--- src/rtl/keypad_sum_ctrl_if.sv ---
// Keypad/display bundle for keypad_sum_ctrl.
// key_strobe_o is a one-cycle pulse with no back-pressure. key_code_o is valid while the strobe is high and is held afterwards.
interface keypad_sum_ctrl_if;
  logic [3:0]  row_i;
  logic [3:0]  col_o;
  logic [15:0] bin_o;
  logic [1:0]  state_o;
  logic        key_strobe_o;
  logic [3:0]  key_code_o;

  modport master (
    input  row_i,
    output col_o, bin_o, state_o, key_strobe_o, key_code_o
  );

  modport slave (
    output row_i,
    input  col_o, bin_o, state_o, key_strobe_o, key_code_o
  );
endinterface

--- src/rtl/keypad_sum_ctrl.sv ---
// 4x4 keypad scanner with sweep debounce, feeding a two-operand decimal adder.
// bin_o shows operand A, then operand B, then A+B.
module keypad_sum_ctrl #(
  parameter int SCAN_CYCLES    = 27000,
  parameter int DEBOUNCE_SCANS = 4,
  parameter int MAX_DIGITS     = 3
) (
  input  logic               clk_i,
  input  logic               rst_i,
  keypad_sum_ctrl_if.master  bus
);

  localparam int CW = (SCAN_CYCLES > 1) ? $clog2(SCAN_CYCLES) : 1;
  localparam int DW = $clog2(DEBOUNCE_SCANS + 1);
  localparam logic [CW-1:0] SCAN_LAST = CW'(SCAN_CYCLES - 1);
  localparam logic [DW-1:0] DEB_MAX   = DW'(DEBOUNCE_SCANS);
  localparam logic [1:0]    MAXD      = 2'(MAX_DIGITS);
  localparam logic [4:0]    NONE      = 5'h10;

  typedef enum logic [1:0] {
    ENTER_A  = 2'b00,
    ENTER_B  = 2'b01,
    SHOW_SUM = 2'b10
  } state_t;

  function automatic logic [3:0] key_map(input logic [1:0] r, input logic [1:0] c);
    logic [3:0] k;
    case ({r, c})
      4'h0: k = 4'h1;  4'h1: k = 4'h2;  4'h2: k = 4'h3;  4'h3: k = 4'hA;
      4'h4: k = 4'h4;  4'h5: k = 4'h5;  4'h6: k = 4'h6;  4'h7: k = 4'hB;
      4'h8: k = 4'h7;  4'h9: k = 4'h8;  4'hA: k = 4'h9;  4'hB: k = 4'hC;
      4'hC: k = 4'hE;  4'hD: k = 4'h0;  4'hE: k = 4'hF;  default: k = 4'hD;
    endcase
    return k;
  endfunction

  function automatic logic [9:0] append_digit(input logic [9:0] op, input logic [3:0] d);
    return (op << 3) + (op << 1) + {6'b0, d};
  endfunction

  logic [3:0]    row_s1, row_s2;
  logic [CW-1:0] scan_cnt;
  logic [1:0]    col_idx;
  logic [3:0]    col_q;
  logic [1:0]    hits_q;
  logic [3:0]    hit_code_q;
  logic [4:0]    cand_q, stable_q;
  logic [DW-1:0] cand_cnt_q;
  logic          key_strobe_q;
  logic [3:0]    key_code_q;

  logic [1:0]    col_hits, tot_hits;
  logic [3:0]    col_code, tot_code;
  logic [4:0]    sweep_res;
  logic          dwell_end, sweep_done, deb_ok;
  logic [DW-1:0] deb_cnt_n;

  // Hit counts saturate at 2: anything beyond "exactly one key" is NONE.
  always_comb begin
    col_hits = 2'd0;
    col_code = 4'h0;
    for (int r = 0; r < 4; r++) begin
      if (!row_s2[r]) begin
        if (col_hits != 2'd2) col_hits = col_hits + 2'd1;
        col_code = key_map(2'(r), col_idx);
      end
    end
    if (col_hits == 2'd2 || hits_q == 2'd2 || (col_hits == 2'd1 && hits_q == 2'd1))
      tot_hits = 2'd2;
    else
      tot_hits = hits_q | col_hits;
    tot_code   = (col_hits != 2'd0) ? col_code : hit_code_q;
    sweep_res  = (tot_hits == 2'd1) ? {1'b0, tot_code} : NONE;
    dwell_end  = (scan_cnt == SCAN_LAST);
    sweep_done = dwell_end && (col_idx == 2'd3);
    if (sweep_res == cand_q)
      deb_cnt_n = (cand_cnt_q >= DEB_MAX) ? cand_cnt_q : cand_cnt_q + DW'(1);
    else
      deb_cnt_n = DW'(1);
    deb_ok = (deb_cnt_n >= DEB_MAX);
  end

  always_ff @(posedge clk_i or posedge rst_i) begin
    if (rst_i) begin
      row_s1       <= 4'hF;
      row_s2       <= 4'hF;
      scan_cnt     <= '0;
      col_idx      <= 2'd0;
      col_q        <= 4'b1110;
      hits_q       <= 2'd0;
      hit_code_q   <= 4'h0;
      cand_q       <= NONE;
      cand_cnt_q   <= '0;
      stable_q     <= NONE;
      key_strobe_q <= 1'b0;
      key_code_q   <= 4'h0;
    end else begin
      row_s1       <= bus.row_i;
      row_s2       <= row_s1;
      key_strobe_q <= 1'b0;
      if (dwell_end) begin
        scan_cnt <= '0;
        col_idx  <= col_idx + 2'd1;
        col_q    <= {col_q[2:0], col_q[3]};
        if (sweep_done) begin
          hits_q     <= 2'd0;
          hit_code_q <= 4'h0;
          cand_q     <= sweep_res;
          cand_cnt_q <= deb_cnt_n;
          if (deb_ok) begin
            stable_q <= sweep_res;
            // Only a NONE->key transition is a press; key->key is not.
            if (stable_q == NONE && sweep_res != NONE) begin
              key_strobe_q <= 1'b1;
              key_code_q   <= sweep_res[3:0];
            end
          end
        end else begin
          hits_q     <= tot_hits;
          hit_code_q <= tot_code;
        end
      end else begin
        scan_cnt <= scan_cnt + CW'(1);
      end
    end
  end

  state_t      state_q, state_n;
  logic [9:0]  a_q, a_n, b_q, b_n;
  logic [1:0]  cnt_q, cnt_n;
  logic [15:0] bin_q, bin_n;

  always_ff @(posedge clk_i or posedge rst_i) begin
    if (rst_i) begin
      state_q <= ENTER_A;
      a_q     <= '0;
      b_q     <= '0;
      cnt_q   <= 2'd0;
      bin_q   <= '0;
    end else begin
      state_q <= state_n;
      a_q     <= a_n;
      b_q     <= b_n;
      cnt_q   <= cnt_n;
      bin_q   <= bin_n;
    end
  end

  always_comb begin
    state_n = state_q;
    a_n     = a_q;
    b_n     = b_q;
    cnt_n   = cnt_q;
    bin_n   = bin_q;
    if (key_strobe_q) begin
      if (key_code_q == 4'hE) begin
        state_n = ENTER_A;
        a_n     = '0;
        b_n     = '0;
        cnt_n   = 2'd0;
        bin_n   = '0;
      end else if (key_code_q <= 4'd9) begin
        case (state_q)
          ENTER_A: if (cnt_q < MAXD) begin
            a_n   = append_digit(a_q, key_code_q);
            cnt_n = cnt_q + 2'd1;
            bin_n = {6'b0, append_digit(a_q, key_code_q)};
          end
          ENTER_B: if (cnt_q < MAXD) begin
            b_n   = append_digit(b_q, key_code_q);
            cnt_n = cnt_q + 2'd1;
            bin_n = {6'b0, append_digit(b_q, key_code_q)};
          end
          SHOW_SUM: begin
            state_n = ENTER_A;
            a_n     = {6'b0, key_code_q};
            b_n     = '0;
            cnt_n   = 2'd1;
            bin_n   = {12'b0, key_code_q};
          end
          default: ;
        endcase
      end else if (key_code_q == 4'hF) begin
        case (state_q)
          ENTER_A: begin
            state_n = ENTER_B;
            b_n     = '0;
            cnt_n   = 2'd0;
            bin_n   = '0;
          end
          ENTER_B: begin
            state_n = SHOW_SUM;
            bin_n   = {5'b0, {1'b0, a_q} + {1'b0, b_q}};
          end
          default: ;
        endcase
      end
    end
  end

  assign bus.col_o        = col_q;
  assign bus.bin_o        = bin_q;
  assign bus.state_o      = state_q;
  assign bus.key_strobe_o = key_strobe_q;
  assign bus.key_code_o   = key_code_q;

endmodule

--- src/flat_wrapper.sv ---
// flat-port wrapper written by rule: the top's interface ports become plain ports
module keypad_sum_ctrl_flat 
#(
  parameter int SCAN_CYCLES    = 27000,
  parameter int DEBOUNCE_SCANS = 4,
  parameter int MAX_DIGITS     = 3
)
  (clk_i, rst_i, bus_row_i, bus_col_o, bus_bin_o, bus_state_o, bus_key_strobe_o, bus_key_code_o);
  keypad_sum_ctrl_if bus_i ();
  input  logic clk_i;
  input  logic rst_i;
  input wire logic [$bits(bus_i.row_i)-1:0] bus_row_i;
  output wire logic [$bits(bus_i.col_o)-1:0] bus_col_o;
  output wire logic [$bits(bus_i.bin_o)-1:0] bus_bin_o;
  output wire logic [$bits(bus_i.state_o)-1:0] bus_state_o;
  output wire logic [$bits(bus_i.key_strobe_o)-1:0] bus_key_strobe_o;
  output wire logic [$bits(bus_i.key_code_o)-1:0] bus_key_code_o;
  assign bus_i.row_i = bus_row_i;
  assign bus_col_o = bus_i.col_o;
  assign bus_bin_o = bus_i.bin_o;
  assign bus_state_o = bus_i.state_o;
  assign bus_key_strobe_o = bus_i.key_strobe_o;
  assign bus_key_code_o = bus_i.key_code_o;
  keypad_sum_ctrl #(.SCAN_CYCLES(SCAN_CYCLES), .DEBOUNCE_SCANS(DEBOUNCE_SCANS), .MAX_DIGITS(MAX_DIGITS)) u_core (.clk_i(clk_i), .rst_i(rst_i), .bus(bus_i));
endmodule
--- config.mk ---
export PLATFORM = sky130hd
export DESIGN_NAME = keypad_sum_ctrl_flat
export DESIGN_NICKNAME = d
export VERILOG_FILES = /design/src/rtl/keypad_sum_ctrl_if.sv /design/src/rtl/keypad_sum_ctrl.sv /design/src/flat_wrapper.sv
export SDC_FILE = /design/constraint.sdc
export NUM_CORES = 1
export LEC_CHECK = 0
export ABC_CLOCK_PERIOD_IN_PS = 7000
export CORE_MARGIN = 1
export CORE_UTILIZATION = 57
export CTS_BUF_LIST = sky130_fd_sc_hd__clkbuf_8
export CTS_CLUSTER_DIAMETER = 30
export DETAILED_ROUTE_END_ITERATION = 8
export GPL_TIMING_DRIVEN = 0
export PLACE_DENSITY = 0.8
export SKIP_LAST_GASP = 1
export SLEW_MARGIN = 5
export SYNTH_ARGS = -nofsm -noshare
export SYNTH_HDL_FRONTEND = slang
export SYNTH_SLANG_ARGS = --single-unit
--- constraint.sdc ---
create_clock -name clk_i -period 7 [get_ports clk_i]
set_clock_uncertainty 0.2 [all_clocks]
set_input_delay 0.7 -clock clk_i [delete_from_list [all_inputs] [get_ports clk_i]]
set_output_delay 0.7 -clock clk_i [all_outputs]
set_load 0.02 [all_outputs]
==> results of run 1 <==
-- per-stage QoR --
step,hold WS (ns),setup slack (ns),instance area (um^2),instances
finish,0.160,2.77,6470,779
global route,0.163,2.58,6470,779
CTS,0.162,2.79,6470,779
detailed placement,0.149,2.83,6260,763
global placement,0.147,2.64,6230,762
floorplan,0.145,3.17,5790,602
-- path summary, 6_finish.rpt --
kind | from | end | depth (start not counted)
min in group asynchronous | rst_i | u_core.col_idx[0]$_DFFE_PP0N_ | 2
worst min register to register | u_core.row_s1[2]$_DFF_PP1_ | u_core.row_s2[2]$_DFF_PP1_ | 0
max in group asynchronous | rst_i | u_core.stable_q[4]$_DFFE_PP1P_ | 3
worst max-delay path | u_core.row_s2[1]$_DFF_PP1_ | u_core.bus.key_code_o[1]$_DFFE_PP0P_ | 12
worst min-delay path | u_core.row_s1[2]$_DFF_PP1_ | u_core.row_s2[2]$_DFF_PP1_ | 0
worst max register to register | u_core.row_s2[1]$_DFF_PP1_ | u_core.bus.key_code_o[1]$_DFFE_PP0P_ | 12
-- area by class of cell --
cell class	instances	area share
Tap cell	133	0.0257
Timing Repair Buffer	28	0.0460
Clock buffer	9	0.0191
Sequential cell	88	0.343
Inverter	30	0.0178
Multi-Input combinational cell	457	0.514
Buffer	27	0.0205
Clock inverter	7	0.0147
-- placed cells by master (no fill, tap or decap), types with 5 or more instances in the layout --
master,Yosys,layout
clkbuf_8,0,9
a21o_1,8,8
mux2_2,11,11
xor2_1,22,22
ha_1,54,54
and3_1,8,8
xnor2_1,18,18
a21oi_1,21,21
clkbuf_1,17,17
a22oi_1,8,8
dfrtp_1,75,75
conb_1,1,5
nand2b_1,8,8
o21ai_0,40,40
nor2_1,36,36
o31ai_1,18,18
dfstp_2,13,13
nor2b_1,7,7
nand3_1,12,12
nor3_1,11,11
fa_1,5,5
inv_1,29,28
buf_4,6,6
nand4_1,8,8
a211oi_1,5,5
clkdlybuf4s50_1,0,27
o22ai_1,7,7
nand2_1,59,59
-- per-layer routing --
layer / up-vias / wire length [um] / GRT usage
met4: 0 / 293 / 0.137
met5: - / 0 / 0
met3: 24 / 571 / 0.0312
li1: 2256 / - / -
met1: 2229 / 5670 / 0.330
met2: 139 / 6570 / 0.474
-- registers in the layout (all words and copies together), names as in the netlist --
register	flops
u_core.a_q	10
u_core.b_q	10
u_core.bus.bin_o	11
u_core.bus.col_o	4
u_core.bus.key_code_o	4
u_core.bus.key_strobe_o	1
u_core.bus.state_o	2
u_core.cand_cnt_q	3
u_core.cand_q	5
u_core.cnt_q	2
u_core.col_idx	2
u_core.hit_code_q	4
u_core.hits_q	2
u_core.row_s1	4
u_core.row_s2	4
u_core.scan_cnt	15
u_core.stable_q	5
-- cells by family after synthesis --
kind of cell	count (synthesis)	synth area share
xor gates and xnor gates	40	0.0607
AOI/OAI and AO/OA	157	0.186
muxes	20	0.0407
DFF	88	0.384
and+or+nand+nor	176	0.151
buffers and inverters	57	0.0425
adders and majority gates	59	0.134
other	1	0.000649
-- synthesized netlist by cell type, types with 13 or more instances --
| library cell | n | area share |
|---|---|---|
| a21oi_1 | 21 | 0.018 |
| clkbuf_1 | 17 | 0.011 |
| dfrtp_1 | 75 | 0.33 |
| dfstp_2 | 13 | 0.059 |
| ha_1 | 54 | 0.12 |
| inv_1 | 29 | 0.019 |
| nand2_1 | 59 | 0.038 |
| nor2_1 | 36 | 0.023 |
| o21ai_0 | 40 | 0.035 |
| o31ai_1 | 18 | 0.023 |
| xnor2_1 | 18 | 0.027 |
| xor2_1 | 22 | 0.033 |
-- worst max-delay path: stages, from the launching register on --
cell and delay [ns]:
dfstp_2 0.59, inv_1 0.06, ha_1 0.31, mux2i_4 0.27, ha_1 0.30, nor2b_1 0.15
a31oi_2 0.33, nand2_4 0.15, mux2_4 0.35, a211o_1 0.26, a2111o_1 0.49, nor3_4 0.30
mux2_1 0.36
-- power by group --
part | switching (mW) | total, mW | internal, mW | leakage [nW]
logic | 0.0449 | 0.0708 | 0.0259 | 1.73
clock network | 0.194 | 0.395 | 0.202 | 0.110
registers | 0.00131 | 0.514 | 0.512 | 1.17
total | 0.240 | 0.980 | 0.740 | 3.01
==> summary.md, run 1 <==
| Metric | Value |
|---|---|
| Status | completed |
| Post-Synthesis Cells | 598 |
| CTS tree | yes |
| Synthesis-stage register bit count | 88 |
| Maximum vdd drop | 0.117 mV |
| Fill count | 793 |
| PortBufs | 27 |
| # diodes | 0 |
| Total power | 980 uW |
| Share of layout cells above drive strength 1 | 0.0960 |
| # IOs | 33 |
| Die width | 103 um |
| Fin nets | 706 |
| Final TNS setup | 0 ns |
| Routability cong. | 0.985 |
| Final critical-path share of the clock period | 0.604 |
| Initial antenna violation count | 0 |
| Most used DFF post-synth | dfrtp_1 |
| Total Routing Usage GR | 0.271 |
| Worst Hold Class | register to register |
| Storage element area | 2220 um^2 |
| Synth async-reset ratio | 1.00 |
| Post-CTS resize count | 0 |
| Pleak | 3.01 nW |
| Multi-input logic area | 3330 um^2 |
| Root Buffer | clkbuf_8 |
| Post-synthesis cell area | 5770 um^2 |
| DRC violations left | 0 |
| Drt first-iter violations | 259 |
| Grt ovf | 0 |
| Die area | 10500 um^2 |
| Chip height | 103 um |
| Final Hold Viols | 0 |
| Fmax | 236 MHz |
| CP startpoint kind | register |
| Worst relative slew slack | 0.438 |
| Setup slack, reg-to-reg | 2.77 ns |
| Std cell rows | 36 |
| Cts hold-fix bufs | 0 |
| Fin. max-slew vios | 0 |
| Critical path class | register to register |
| Postcts setup bufs | 0 |
| Max FO, Critical Path | 9 |
| CTS buffer count | 9 |
| Setup crit end kind | register |
| Synth-to-layout area growth | 12.1% |
| Vias per cell | 5.97 |
| DRT antenna net count | 0 |
| Worst Max-Slew Pin Slew | 0.835 ns |
| Via count of the routed design | 4648 |
| Total wire length | 13100 um |
| Yosys cell types | 75 |
| Post-layout util | 0.662 |
| Syn Area/Cell | 9.66 um^2 |
| Period minus WS final | 4.23 ns |
| Vias in the first global route | 4682 |
| Core footprint | 9770 um^2 |
| DRT Pass-1 Iters | 4 |
| Max cap viols | 0 |
| First-pass GRT wire length | 21900 um |
| Post-synth EDFFs | 0 |
| Htree depth | 3 |
| Setup-failing EPs final | 0 |
| Maximum clock insertion buffer count | 2 |
| Largest net degree at the start of global routing | 54 |
| Worst EP required | 7.06 ns |
| Sink Count | 88 |
| PwrDens | 151 nW/um^2 |
| Post-DP HPWL | 9920 um |
| Synthesis Warnings | 0 |
| Routed WL per cell | 16.8 um |
| Sequential-to-total area share from yosys stat | 0.384 |
| Initial core utilization | 0.591 |
| RSZ-0062 raised after global routing | no |
| Clk_lat worst skew | 0.37 ns |
| Worst EP arrival | 4.29 ns |
| Clock transition at path regs | 0.09 ns |
(Power assumes the default switching activity.)
==> run 2: changes to the inputs <==
--- a/config.mk
+++ b/config.mk
@@ -5,7 +5,7 @@
 export SDC_FILE = /design/constraint.sdc
 export NUM_CORES = 1
 export LEC_CHECK = 0
-export ABC_CLOCK_PERIOD_IN_PS = 7000
+export ABC_CLOCK_PERIOD_IN_PS = 4030
 export CORE_MARGIN = 1
 export CORE_UTILIZATION = 57
 export CTS_BUF_LIST = sky130_fd_sc_hd__clkbuf_8
==> constraint.sdc (replaced) <==
create_clock -name clk_i -period 4.03 [get_ports clk_i]
set_clock_uncertainty 0.2 [all_clocks]
set_input_delay 0.403 -clock clk_i [delete_from_list [all_inputs] [get_ports clk_i]]
set_output_delay 0.403 -clock clk_i [all_outputs]
set_load 0.02 [all_outputs]
==> summary.md, run 2 (synthesized netlist as in run 1, its figures left out) <==
| Metric | Value |
|---|---|
| Maximum vdd drop | 0.208 mV |
| Max cap viols | 0 |
| DRC violations left | 0 |
| CTS buffer count | 9 |
| Root Buffer | clkbuf_8 |
| DRT Pass-1 Iters | 5 |
| Psw | 421 uW |
| # IOs | 33 |
| Synth-to-layout area growth | 14.0% |
| Worst Hold Class | register to register |
| Final critical-path share of the clock period | 0.983 |
| Worst relative slew slack | 0.443 |
| CP startpoint kind | register |
| Dpl ws | -0.138 ns |
| DRT antenna net count | 0 |
| First-pass GRT wire length | 21900 um |
| Worst EP required | 4.09 ns |
| Htree depth | 3 |
| PnR worst setup slack | 0.0687 ns |
| Final Hold Viols | 0 |
| Largest net degree at the start of global routing | 54 |
| Grt ovf | 0 |
| Top reg by flops | u_core.scan_cnt |
| Vias per cell | 5.99 |
| Die area | 10500 um^2 |
| Total wire length | 13300 um |
| Critical path class | register to register |
| Total power | 1.72 mW |
| PwrDens | 261 nW/um^2 |
| Commonest non-fill, non-tap cell in the layout | dfrtp_1 |
| Cts hold-fix bufs | 0 |
| Core footprint | 9770 um^2 |
| Maximum clock insertion buffer count | 2 |
| Total Routing Usage GR | 0.271 |
| Routed WL per cell | 16.9 um |
| Sink Count | 88 |
| Seq pwr share | 0.519 |
| Routability cong. | 0.985 |
| Status | completed |
| Logic gate share of total power | 0.082 |
| Setup crit end kind | register |
| Chip height | 103 um |
| Max FO, Critical Path | 6 |
| Most frequent cells in the layout | dfrtp_1 (75), nand2_1 (58), ha_1 (51), o21ai_0 (40), nor2_1 (35) |
| Switching share of power | 0.245 |
| Std cell rows | 36 |
| CTS tree | yes |
| Die width | 103 um |
| Pleak | 3.04 nW |
| Vias in the first global route | 4680 |
| Storage element area | 2220 um^2 |
| Fmax | 252 MHz |
| Initial core utilization | 0.591 |
| Clock power frac | 0.399 |
| Share of layout cells above drive strength 1 | 0.120 |
| Fin. max-slew vios | 0 |
| # diodes | 0 |
| Multi-input logic area | 3390 um^2 |
| Fin nets | 712 |
| Drt first-iter violations | 293 |
| Setup slack, reg-to-reg | 0.07 ns |
| Cell internal pwr | 1.30 mW |
| Worst EP arrival | 4.02 ns |
| Final TNS setup | 0 ns |
| PortBufs | 27 |
| Initial antenna violation count | 0 |
| Via count of the routed design | 4704 |
| Setup-failing EPs final | 0 |
| Max FFs per register | 15 |
| Clk_lat worst skew | 0.37 ns |
| Worst Max-Slew Pin Slew | 0.827 ns |
| Clock transition at path regs | 0.09 ns |
| Post-DP HPWL | 9920 um |
| Fill count | 783 |
| Period minus WS final | 3.96 ns |
-- run 2: routing by layer --
| metal | part of all wire | GRT usage |
|---|---|---|
| met3 | 0.047 | 0.0312 |
| met1 | 0.42 | 0.330 |
| met5 | 0 | 0 |
| met2 | 0.51 | 0.478 |
| met4 | 0.025 | 0.133 |
-- run 2: final timing paths --
check / cells past startpoint / start / end
setup / recovery: 12 / u_core.row_s2[1]$_DFF_PP1_ / u_core.bus.key_code_o[1]$_DFFE_PP0P_
hold / removal: 0 / u_core.row_s1[2]$_DFF_PP1_ / u_core.row_s2[2]$_DFF_PP1_
setup reg to reg: 12 / u_core.row_s2[1]$_DFF_PP1_ / u_core.bus.key_code_o[1]$_DFFE_PP0P_
hold reg to reg: 0 / u_core.row_s1[2]$_DFF_PP1_ / u_core.row_s2[2]$_DFF_PP1_
max in group asynchronous: 3 / rst_i / u_core.stable_q[4]$_DFFE_PP1P_
min in group asynchronous: 2 / rst_i / u_core.col_idx[0]$_DFFE_PP0N_
-- run 2: worst max-delay path: stages, from the launching register on --
cell and delay (ns):
dfstp_2 0.59, inv_1 0.09, ha_4 0.23, mux2i_4 0.19, ha_4 0.23, nor2b_2 0.16
a31o_1 0.23, o211ai_1 0.27, nand3_1 0.12, o32a_1 0.39, a2111o_1 0.49, nor3_4 0.33
mux2_4 0.33
-- run 2: metrics by stage --
stage	hold slack, ns	area, um^2	instances	util
after floorplan	0.145	5790	602	-
after global placement	0.147	6230	762	0.637
after detailed placement	0.149	6260	763	0.640
after CTS	0.162	6490	780	0.664
after global routing	0.163	6580	785	0.673
final	0.160	6580	785	0.673
-- run 2: layout make-up --
class / count / area share
repair buffers: 34 / 0.0521
clock inverters: 7 / 0.0144
plain buffers: 27 / 0.0201
flip-flops and latches: 88 / 0.337
multi-input cells: 457 / 0.515
inverters: 30 / 0.0175
clock buffers: 9 / 0.0188
well taps: 133 / 0.0253
-- run 2: timing repair --
| item | CTS | global route |
|---|---|---|
| pin swaps | 2 | 6 |
| setup endpoints to repair | 3 | 3 |
| buffers inserted | 1 | 5 |
| gates resized for setup | 1 | 11 |
-- run 2: power by group through the flow --
stage	Sequential [mW]	Clock (mW)	Combinational (mW)
3_3_place_gp	0.909	0	0.114
3_5_place_dp	0.909	0	0.121
6_report	0.892	0.685	0.140
4_1_cts	0.892	0.697	0.126
2_1_floorplan	0.909	0	0.0905
5_1_grt	0.893	0.726	0.155
==> run 3: changes to the inputs <==
--- a/config.mk
+++ b/config.mk
@@ -11,7 +11,6 @@
 export CTS_BUF_LIST = sky130_fd_sc_hd__clkbuf_8
 export CTS_CLUSTER_DIAMETER = 30
 export DETAILED_ROUTE_END_ITERATION = 8
-export GPL_TIMING_DRIVEN = 0
 export PLACE_DENSITY = 0.8
 export SKIP_LAST_GASP = 1
 export SLEW_MARGIN = 5
==> summary.md, run 3 (synthesized netlist as in run 1, its figures left out) <==
| Metric | Value |
|---|---|
| Grt ovf | 0 |
| Final Hold Viols | 0 |
| Std cell rows | 36 |
| Final instance area | 6450 um^2 |
| Worst EP required | 4.08 ns |
| Post-DP HPWL | 9670 um |
| Fmax | 255 MHz |
| CTS buffer count | 9 |
| Initial core utilization | 0.591 |
| Multi-input logic area | 3340 um^2 |
| Fin. max-slew vios | 0 |
| Fin nets | 696 |
| Max FO, Critical Path | 5 |
| Routed WL per cell | 17.2 um |
| Clk_lat worst skew | 0.37 ns |
| DRT Pass-1 Iters | 5 |
| Share of layout cells above drive strength 1 | 0.115 |
| PortBufs | 27 |
| Worst EP arrival | 3.97 ns |
| Worst-case reg-to-reg path depth | 12 |
| Hold Path Stages | 0 |
| Largest net degree at the start of global routing | 52 |
| Final Hold Slack | 0.164 ns |
| Via count of the routed design | 4671 |
| Status | completed |
| Fill count | 800 |
| CP startpoint kind | register |
| Worst Hold End | u_core.row_s2[2]$_DFF_PP1_ |
| Vias in the first global route | 4582 |
| Setup-failing EPs final | 0 |
| Setup crit end kind | register |
| Root Buffer | clkbuf_8 |
| Total wire length | 13200 um |
| PwrDens | 262 nW/um^2 |
| Dpl ws | -0.00571 ns |
| Worst Max-Slew Pin Slew | 0.984 ns |
| Initial antenna violation count | 0 |
| CTS tree | yes |
| Core footprint | 9770 um^2 |
| Drt first-iter violations | 217 |
| Sink Count | 88 |
| Worst Hold Class | register to register |
| DRT antenna net count | 0 |
| Clock transition at path regs | 0.10 ns |
| Pleak | 3.01 nW |
| First-pass GRT wire length | 21400 um |
| Maximum vdd drop | 0.181 mV |
| Setup slack, reg-to-reg | 0.11 ns |
| Final critical-path share of the clock period | 0.973 |
| Vias per cell | 6.07 |
| HP Start | u_core.row_s1[2]$_DFF_PP1_ |
| Critical path class | register to register |
| Die width | 103 um |
| Max FFs per register | 15 |
| Top reg by flops | u_core.scan_cnt |
| Storage element area | 2220 um^2 |
| Max cap viols | 0 |
| # diodes | 0 |
| DRC violations left | 0 |
| Htree depth | 3 |
| Routability cong. | 0.909 |
| Cts hold-fix bufs | 0 |
| Placed instance area | 6200 um^2 |
| Worst relative slew slack | 0.340 |
| Die area | 10500 um^2 |
| Total power | 1.69 mW |
| Most frequent cells in the layout | dfrtp_1 (75), nand2_1 (59), ha_1 (54), o21ai_0 (39), nor2_1 (36) |
| Commonest non-fill, non-tap cell in the layout | dfrtp_1 |
| PnR worst setup slack | 0.110 ns |
| # IOs | 33 |
| Period minus WS final | 3.92 ns |
| Maximum clock insertion buffer count | 2 |
| FF-to-FF End | u_core.bus.key_code_o[1]$_DFFE_PP0P_ |
| Total Routing Usage GR | 0.265 |
| Synth-to-layout area growth | 11.7% |
| Chip height | 103 um |
| R2R Path Start | u_core.row_s2[0]$_DFF_PP1_ |
run 3: cell count changes in the layout (fill, tap and decap cells not counted), sizes merged:
cell and delta:
buf +1, clkbuf -17, clkinv -1, bufinv -1
inv +2
run 3: worst max-delay path by stage:
| stage | from | end | depth (start not counted) |
|---|---|---|---|
| finish | u_core.row_s2[0]$_DFF_PP1_ | u_core.bus.key_code_o[1]$_DFFE_PP0P_ | 12 |
| global route | u_core.row_s2[0]$_DFF_PP1_ | u_core.bus.key_code_o[1]$_DFFE_PP0P_ | 12 |
| CTS | u_core.row_s2[0]$_DFF_PP1_ | u_core.bus.key_code_o[1]$_DFFE_PP0P_ | 12 |
| detailed placement | u_core.row_s2[0]$_DFF_PP1_ | u_core.bus.key_code_o[1]$_DFFE_PP0P_ | 12 |
| global placement | u_core.row_s2[0]$_DFF_PP1_ | u_core.bus.key_code_o[3]$_DFFE_PP0P_ | 12 |
| floorplan | u_core.row_s2[1]$_DFF_PP1_ | u_core.bus.key_code_o[0]$_DFFE_PP0P_ | 12 |
run 3: layout make-up:
type / count / area share
Clock inverter: 7 / 0.0134
Timing Repair Buffer: 45 / 0.0629
Sequential cell: 88 / 0.344
Clock buffer: 9 / 0.0192
Inverter: 30 / 0.0177
Tap cell: 133 / 0.0258
Multi-Input combinational cell: 457 / 0.517
run 3: through the flow:
step,instances,utilization,TNS (ns)
2_1_floorplan,602,-,0
3_3_place_gp,749,0.635,0
3_5_place_dp,749,0.635,-0.0114
4_1_cts,766,0.657,0
5_1_grt,769,0.660,-0.0403
6_report,769,0.660,0
run 3: critical path, cell delays in order (launching register included):
cell and delay, ns:
dfstp_2 0.57, inv_1 0.05, ha_1 0.32, mux2i_4 0.22
ha_1 0.26, nor2b_1 0.15, a31o_1 0.23, o211ai_1 0.29
nand3_1 0.12, o32a_1 0.32, a2111o_1 0.49, nor3_4 0.24
mux2_1 0.35
run 3: report_power, final:
| group | switching, mW | total (mW) | internal [mW] |
|---|---|---|---|
| clock network | 0.369 | 0.670 | 0.301 |
| registers | 0.00555 | 0.896 | 0.890 |
| logic | 0.0764 | 0.122 | 0.0455 |
run 3: layer usage:
metal,up-vias,global-route usage,part of all wire
li1,2222,-,-
met1,2270,0.318,0.43
met2,149,0.477,0.51
met3,30,0.0427,0.045
met4,0,0.101,0.020
met5,-,0,0
run 3: repair_timing:
| item | CTS | global route |
|---|---|---|
| buffers inserted | 1 | 3 |
| pin swaps | 0 | 3 |
| hold endpoints to repair | 0 | 0 |
| resized for setup | 0 | 1 |
| endpoints found under the setup margin | 3 | 4 |
